File: src/rtl/apu_pkg.sv
// Shared APU definitions: power-sequencer state encoding and NR52 layout constants.
package apu_pkg;

   // Upper bound on channels any APU instance may control
   localparam int unsigned APU_MAX_CHANNELS = 8;

   // Bit position of the master power-enable within NR52
   localparam int unsigned NR52_MASTER_BIT = 7;

   // Power sequencer states
   typedef enum logic [1:0] {
      PWR_OFF,
      PWR_UP,
      PWR_ON,
      PWR_CLEAR
   } pwr_state_t;

endpackage

File: src/rtl/apu_chan_status.sv
// Per-channel active-status flops.
// A trigger sets a bit and a stop clears it, with the trigger winning on a tie.
// The synchronous clear overrides both, and enable gates all set/stop updates.
// Ports:
//   clock, reset  - system clock, asynchronous active-high reset
//   enable        - accept trigger/stop updates this cycle
//   clear         - synchronously zero all status bits
//   trigger, stop - per-channel set / clear pulses
//   status        - registered channel-active bits
module apu_chan_status #(
   parameter int unsigned WIDTH = 4
) (
   input  logic             clock,
   input  logic             reset,
   input  logic             enable,
   input  logic             clear,
   input  logic [WIDTH-1:0] trigger,
   input  logic [WIDTH-1:0] stop,
   output logic [WIDTH-1:0] status
);

   // Status register; the trigger term is ORed in after the stop mask so a trigger beats a same-cycle stop
   always_ff @(posedge clock or posedge reset) begin
      if (reset) begin
         status <= '0;
      end else if (clear) begin
         status <= '0;
      end else if (enable) begin
         status <= (status & ~stop) | trigger;
      end
   end

endmodule

File: src/rtl/apu_power_seq.sv
// APU power sequencer.
// Tracks the NR52 master enable and, on power-up, drives timed per-channel reset pulses.
// On power-down it drives a timed register-file clear. Register writes are gated
// while the APU is unpowered, and the per-channel active bits are maintained here.
// Ports:
//   clock, reset        - system clock, asynchronous active-high reset
//   pwr_wr, pwr_wdata   - write strobe / value for the master-enable bit
//   chan_trigger        - per-channel trigger pulses
//   chan_stop           - per-channel stop pulses
//   chan_reset          - per-channel reset, held RESET_CYCLES after power-up
//   regs_clear          - register-file clear, held CLEAR_CYCLES after power-down
//   write_allow         - non-NR52 register writes permitted
//   powered             - master-enable readback
//   status              - channel-active readback
module apu_power_seq
   import apu_pkg::*;
#(
   parameter int unsigned NUM_CHANNELS = 4,
   parameter int unsigned RESET_CYCLES = 1,
   parameter int unsigned CLEAR_CYCLES = 2
) (
   input  logic                    clock,
   input  logic                    reset,
   input  logic                    pwr_wr,
   input  logic                    pwr_wdata,
   input  logic [NUM_CHANNELS-1:0] chan_trigger,
   input  logic [NUM_CHANNELS-1:0] chan_stop,
   output logic [NUM_CHANNELS-1:0] chan_reset,
   output logic                    regs_clear,
   output logic                    write_allow,
   output logic                    powered,
   output logic [NUM_CHANNELS-1:0] status
);

   localparam int unsigned MAX_CYCLES = (RESET_CYCLES > CLEAR_CYCLES) ? RESET_CYCLES : CLEAR_CYCLES;
   localparam int unsigned CNT_W      = $clog2(MAX_CYCLES + 1);
   localparam logic [CNT_W-1:0] RST_LOAD = CNT_W'(RESET_CYCLES - 1);
   localparam logic [CNT_W-1:0] CLR_LOAD = CNT_W'(CLEAR_CYCLES - 1);

   pwr_state_t       state, state_nxt;
   logic [CNT_W-1:0] counter, counter_nxt;
   logic             pending_on, pending_nxt;
   logic             pend_eff;
   logic             wr_on, wr_off;
   logic             status_enable, status_clear;

   assign wr_on  = pwr_wr &  pwr_wdata;
   assign wr_off = pwr_wr & ~pwr_wdata;

   // State, counter and output registers; outputs are decoded from the next state so they align with it
   always_ff @(posedge clock or posedge reset) begin
      if (reset) begin
         state       <= PWR_OFF;
         counter     <= '0;
         pending_on  <= 1'b0;
         chan_reset  <= '0;
         regs_clear  <= 1'b0;
         write_allow <= 1'b0;
         powered     <= 1'b0;
      end else begin
         state       <= state_nxt;
         counter     <= counter_nxt;
         pending_on  <= pending_nxt;
         chan_reset  <= (state_nxt == PWR_UP) ? '1 : '0;
         regs_clear  <= (state_nxt == PWR_CLEAR);
         write_allow <= (state_nxt == PWR_ON);
         powered     <= (state_nxt == PWR_UP) || (state_nxt == PWR_ON);
      end
   end

   // Next-state logic; the counter only counts down and is reloaded on state entry
   always_comb begin
      state_nxt   = state;
      counter_nxt = (counter != '0) ? counter - CNT_W'(1) : counter;
      pending_nxt = pending_on;
      pend_eff    = pending_on;

      case (state)
         PWR_OFF: begin
            if (wr_on) begin
               state_nxt   = PWR_UP;
               counter_nxt = RST_LOAD;
            end
         end
         PWR_UP: begin
            if (wr_off) begin
               state_nxt   = PWR_CLEAR;
               counter_nxt = CLR_LOAD;
               pending_nxt = 1'b0;
            end else if (counter == '0) begin
               state_nxt = PWR_ON;
            end
         end
         PWR_ON: begin
            if (wr_off) begin
               state_nxt   = PWR_CLEAR;
               counter_nxt = CLR_LOAD;
               pending_nxt = 1'b0;
            end
         end
         PWR_CLEAR: begin
            // A write in the final clear cycle still decides where the sequencer goes next
            pend_eff    = pwr_wr ? pwr_wdata : pending_on;
            pending_nxt = pend_eff;
            if (counter == '0) begin
               pending_nxt = 1'b0;
               if (pend_eff) begin
                  state_nxt   = PWR_UP;
                  counter_nxt = RST_LOAD;
               end else begin
                  state_nxt = PWR_OFF;
               end
            end
         end
         default: begin
            state_nxt = PWR_OFF;
         end
      endcase
   end

   // Channel updates are only honoured while fully on; leaving ON wipes status on the same edge
   assign status_enable = (state == PWR_ON);
   assign status_clear  = (state_nxt != PWR_ON);

   apu_chan_status #(
      .WIDTH (NUM_CHANNELS)
   ) u_chan_status (
      .clock   (clock),
      .reset   (reset),
      .enable  (status_enable),
      .clear   (status_clear),
      .trigger (chan_trigger),
      .stop    (chan_stop),
      .status  (status)
   );

endmodule

File: config.mk
export PLATFORM = sky130hd
export DESIGN_NAME = apu_power_seq
export DESIGN_NICKNAME = d
export VERILOG_FILES = /design/src/rtl/apu_pkg.sv /design/src/rtl/apu_chan_status.sv /design/src/rtl/apu_power_seq.sv
export SDC_FILE = /design/constraint.sdc
export NUM_CORES = 1
export LEC_CHECK = 0
export ABC_CLOCK_PERIOD_IN_PS = 2000
export CAP_MARGIN = 20
export CORE_MARGIN = 1
export CORE_UTILIZATION = 45
export CTS_BUF_LIST = sky130_fd_sc_hd__clkbuf_8
export DETAILED_ROUTE_END_ITERATION = 7
export GPL_TIMING_DRIVEN = 0
export MAX_ROUTING_LAYER = met4
export PLACE_DENSITY = 0.78
export SYNTH_ARGS = -nofsm -noshare
export SYNTH_HDL_FRONTEND = slang
export SYNTH_SLANG_ARGS = --single-unit
export TNS_END_PERCENT = 100
File: constraint.sdc
create_clock -name clock -period 2 [get_ports clock]
set_input_delay 0.6 -clock clock [delete_from_list [all_inputs] [get_ports clock]]
set_output_delay 0.6 -clock clock [all_outputs]
set_load 0.05 [all_outputs]
Word level (Yosys, flattened, before mapping)
Index checks and enable logic that the tools add are counted.
Operators by class
  bitwise operators: 6
  equality and inequality tests: 8
  $add $sub $neg: 1
  multiplexer cells: 20
  reductions and logical operators: 8
Operator list (number)
  2-bit two-way mux: 10
  4-bit two-way mux: 3
  2-bit == test, second input constant: 4
  2-bit case mux with 4 select lines: 1
  2-bit case mux with 3 select lines: 1
  2-bit nonzero test: 3
  4-bit AND: 1
  2-bit by 1-bit == test with 1-bit output, second input constant: 2
  2-bit zero test: 2
  1-bit two-way mux: 4
  4-bit inverter: 1
  4-bit bitwise OR: 1
  1-bit AND: 2
  2-bit by 1-bit inequality test with 1-bit output, second input constant: 1
  2-bit inequality test, second input constant: 1
  1-bit case mux with 2 select lines: 1
  2-bit AND reduction: 1
  2-bit OR reduction: 1
  2-bit by 1-bit subtractor with 2-bit output, second input constant: 1
  1-bit logical OR: 1
  1-bit inverter: 1
Word-level totals
  output and inout port bits: 11
  register bits after elaboration: 16
  bits of input ports: 12
  logic and storage cells: 51

Depth between registers and ports, before layout
  depth after elaboration: 6
  mapped depth: 8
  mapped depth without buffers: 7

Cells and area by module
A second synthesis with hierarchy kept.
Second synthesis, totals
  cells, all modules: 81
  area, all modules: 793.3 um^2
Modules (own cells, without submodules)
  apu_power_seq: cells each 63, sequential area each 225.2 um^2, area each 603.1 um^2, times used 1
  apu_chan_status: cells each 18, sequential area each 100.1 um^2, area each 190.2 um^2, times used 1

Worst setup path before layout
Ideal clock, no wire load.
  path type: reg2reg
  from: register state[0]
  to: register u_chan_status.status[0]
  path buffers: 1
  data required time: 1.877 ns
  data arrival time: 1.582 ns
  library setup time: 0.123 ns
  period minus slack after synthesis: 1.705 ns
  stages on the path, launching flop included: 8
  slack: 0.295 ns
  cell sequence: dfrtp_1 inv_1 ha_1 buf_2 nand3_1 a31o_2 ha_1 nor2b_1
On the way
  elaborated cells on any way between the ends: 13
  classes of those cells: 4 x eq/ne; 7 x mux; 2 x reduce/logical
RTL lines
  from (decl): RTL line apu_power_seq.sv:40  | pwr_state_t state, state_nxt;
  from (signal assigned): RTL line apu_power_seq.sv:61  | state <= state_nxt;
  2-bit == test, or another cell as far along: RTL line apu_power_seq.sv:78  | case (state)
  2-bit case mux with 4 select lines *: RTL line apu_power_seq.sv:78
  net state_nxt[1]: RTL line apu_power_seq.sv:40
  2-bit inequality test *: RTL line apu_power_seq.sv:123  | assign status_clear = (state_nxt != PWR_ON);
  4-bit two-way mux or 2-bit nonzero test (tied branches)
  to (signal assigned): RTL line apu_chan_status.sv:29  | status <= (status & ~stop) | trigger;
  to (decl): RTL line apu_chan_status.sv:19  | output logic [WIDTH-1:0] status
The timed path passes the listed nets; every way through them passes the cells marked *.
A chain may end at the register's enable or synchronous reset.

Final worst setup path
  from: register powered
  to: output powered
RTL lines
  from (decl): RTL line apu_power_seq.sv:31  | output logic powered,
  from (signal assigned): RTL line apu_power_seq.sv:67  | powered <= (state_nxt == PWR_UP) || (state_nxt == PWR_ON);
No word-level cell between the ends.

==> flow_summary.ini <==
[setup_path]
required_ns = 1.40
cp_max_fo = 1
worstSetupEndpointType = primary output
r2r_slack_ns = 0.15
critPathSlowestCell = clkdlybuf4s50_1
startpoint_type = register
crit_buf_inv = 1
max_stage_delay_ns = 0.80
reg2reg_from = state[0]
cp.arrival_ns = 1.36
r2r-end = u_chan_status.status[3]
crit_family = buffers and inverters
crit_chain = clkdlybuf4s50_1
worstRegToRegCells = 7
worstSetupPathType = reg -> out

[drt]
wl_per_cell_um = 13.0
first_pass_iters = 4
drt_iter0_markers = 9
vias = 648
ant_nets = 0
via_per_inst = 5.45
wl_um = 1550
drcViolationCount = 0

[job]
max_cap_viol_count = 0

[final_layout]
regArea_um2 = 327
final_util_pct = 68.1
n_fill_cell = 128
n_antenna_cell = 0
instances_no_fill = 119
areaGrowthSynthToFinish_pct = 39.6
layout-drive-gt1-share_pct = 15.5
layout_commonest_cell = dfrtp_1
layout.nets = 123
most-common-layout-cells = 12 x dfrtp_1, 11 x clkdlybuf4s50_1, 10 x nand2_1
multi_input_area_um2 = 379

[synthesis]
synth_top_family_by_area = compound AO/OA/AOI/OAI gates
synth_compound_area_share_pct = 20.1
synthCells = 77
avgSynthCellArea_um2 = 9.77
synth-edff-count = 0
synthesis.nets = 96
synth-async-reset-ratio_pct = 100
synth-adder-area-share_pct = 11.6
yosysSeqAreaShare_pct = 43.3
synth.area.mux_share_pct = 0
synthSimpleGateAreaFrac_pct = 17.6
ys_ff_latch = 13
synth_ff_type = dfrtp_1
synthXorXnorAreaFrac_pct = 0
syn_area_um2 = 752
yosysUniqueCellTypes = 26
synth_warnings = 0

[clock_tree]
clk_latency_ns = 0.24
clk_path_buf_depth = 2
clkSinkCount = 13
cts_buffers = 3
tritoncts = built
htreeDepth = 1
cts-root-buf = clkbuf_8
clk_pin_slew_worst_paths_ns = 0.05

[sta]
hold_ws_ns = 0.499
maxSlewViolCount = 0
period_needed_ns = 1.96
setup_viol = 0
worst_slack_ns = 0.0353
relSlewSlack_pct = 66.1
max_freq_mhz = 509
hold_viol_final = 0
finClkSkew_ns = 0.000342
worst_pin_slew_ns = 0.507
period_share_pct = 98.2

[die]
dieArea_mm2 = 0.00184
die_w_um = 42.9
die_y_um = 42.9
io_pins = 23
core_area_mm2 = 0.00154
start_util_pct = 48.8
std_cell_rows = 14

[place]
place_ws_ns = -0.363
gp_congestion = 0.796
numPortBuffers = 22
dp_hpwl_um = 1210
dp_cells = 115

[global_routing]
grt_start_max_net_pins = 14
grt_pass1_vias = 604
antenna_found_initial = 0
grt_pass1_wl_um = 2500
grt_usage_pct = 19.3
grt-ovfl-total = 0

[min_path]
min-delay-start = pending_on
holdPathStages = 2
whs_endpoint = pending_on
min-delay-path-class = reg -> reg

[status]
outcome = finished, final reports clean

[power_and_ir_drop]
p_leak_nw = 0.562
powerDensity_mw_per_mm2 = 1600
ir_drop_uv = 848
-- synthesized netlist by cell type, drive strengths merged, types with 2 or more instances --
| master | n | area (µm²) |
|---|---|---|
| ha | 7 | 87.6 |
| nor2 | 4 | 15.0 |
| dfrtp | 13 | 325 |
| inv | 6 | 22.5 |
| buf | 5 | 32.5 |
| nor3 | 2 | 10.0 |
| nor2b | 6 | 45.0 |
| o21ai | 4 | 20.0 |
| nand2 | 10 | 37.5 |
| a21oi | 2 | 10.0 |
| a22oi | 4 | 30.0 |
| nand3 | 2 | 10.0 |
-- flip-flops by register name, indices dropped and copies added (netlist names) --
register              cells
u_chan_status.status      4
counter                   2
state                     2
chan_reset                1
pending_on                1
powered                   1
regs_clear                1
write_allow               1
-- worst max path at each step --
stage | start | to | slack (ns) | depth (start not counted)
3_3_place_gp | pwr_wr | u_chan_status.status[3] | -0.33 | 7
2_1_floorplan | state[0] | u_chan_status.status[0] | 0.29 | 7
6_report | powered | powered | 0.04 | 1
4_1_cts | u_chan_status.status[3] | status[3] | 0.02 | 1
3_5_place_dp | pwr_wr | u_chan_status.status[2] | -0.36 | 7
5_1_grt | state[0] | u_chan_status.status[3] | -0.002 | 8
-- power breakdown --
| group | switching, mW | total (mW) | internal [mW] |
|---|---|---|---|
| logic | 0.642 | 1.05 | 0.405 |
| registers | 0.0564 | 0.406 | 0.350 |
| clock network | 0.0930 | 0.229 | 0.135 |
-- stage by stage --
| stage | instance area (µm²) | total power, mW | setup TNS (ns) |
|---|---|---|---|
| 2_1_floorplan | 752 | 1.17 | 0 |
| 3_3_place_gp | 992 | 1.43 | -2.00 |
| 3_5_place_dp | 992 | 1.46 | -2.43 |
| 4_1_cts | 1030 | 1.66 | 0 |
| 5_1_grt | 1050 | 1.82 | -0.00211 |
| 6_report | 1050 | 1.68 | 0 |
-- layout make-up --
class,instances,share of cell area [%]
Timing Repair Buffer,22,21.1
Tap cell,16,1.91
Sequential cell,13,31.1
Clock buffer,3,3.93
Multi-Input combinational cell,53,36.1
Inverter,6,2.15
Buffer,5,3.34
Clock inverter,1,0.358
-- metal layers --
| metal | GRT usage, % | wire length (µm) |
|---|---|---|
| met4 | 6.88 | 10 |
| met5 | - | 0 |
| met2 | 31.2 | 770 |
| met3 | 5.53 | 90 |
| met1 | 22.8 | 679 |
-- worst min-delay path, cell delays in order, from the launching register on --
cell     delay, ns
dfrtp_1       0.35
nand2_1       0.05
o31ai_1       0.06
-- kinds of logic after synthesis --
kind of cell | after synthesis
adder cells (fa/ha/maj) | 7
flip-flops | 13
buffers and inverters | 11
AO/OA/AOI/OAI | 20
AND/OR/NAND/NOR | 26
-- timing repair --
action / 4_1_cts / 5_1_grt
resized for setup: 7 / 10
hold buffers: 0 / 0
setup buffers: 0 / 0
setup endpoints to repair: 10 / 9
gates cloned: 0 / 0
Power figures use the tool's default switching activity.
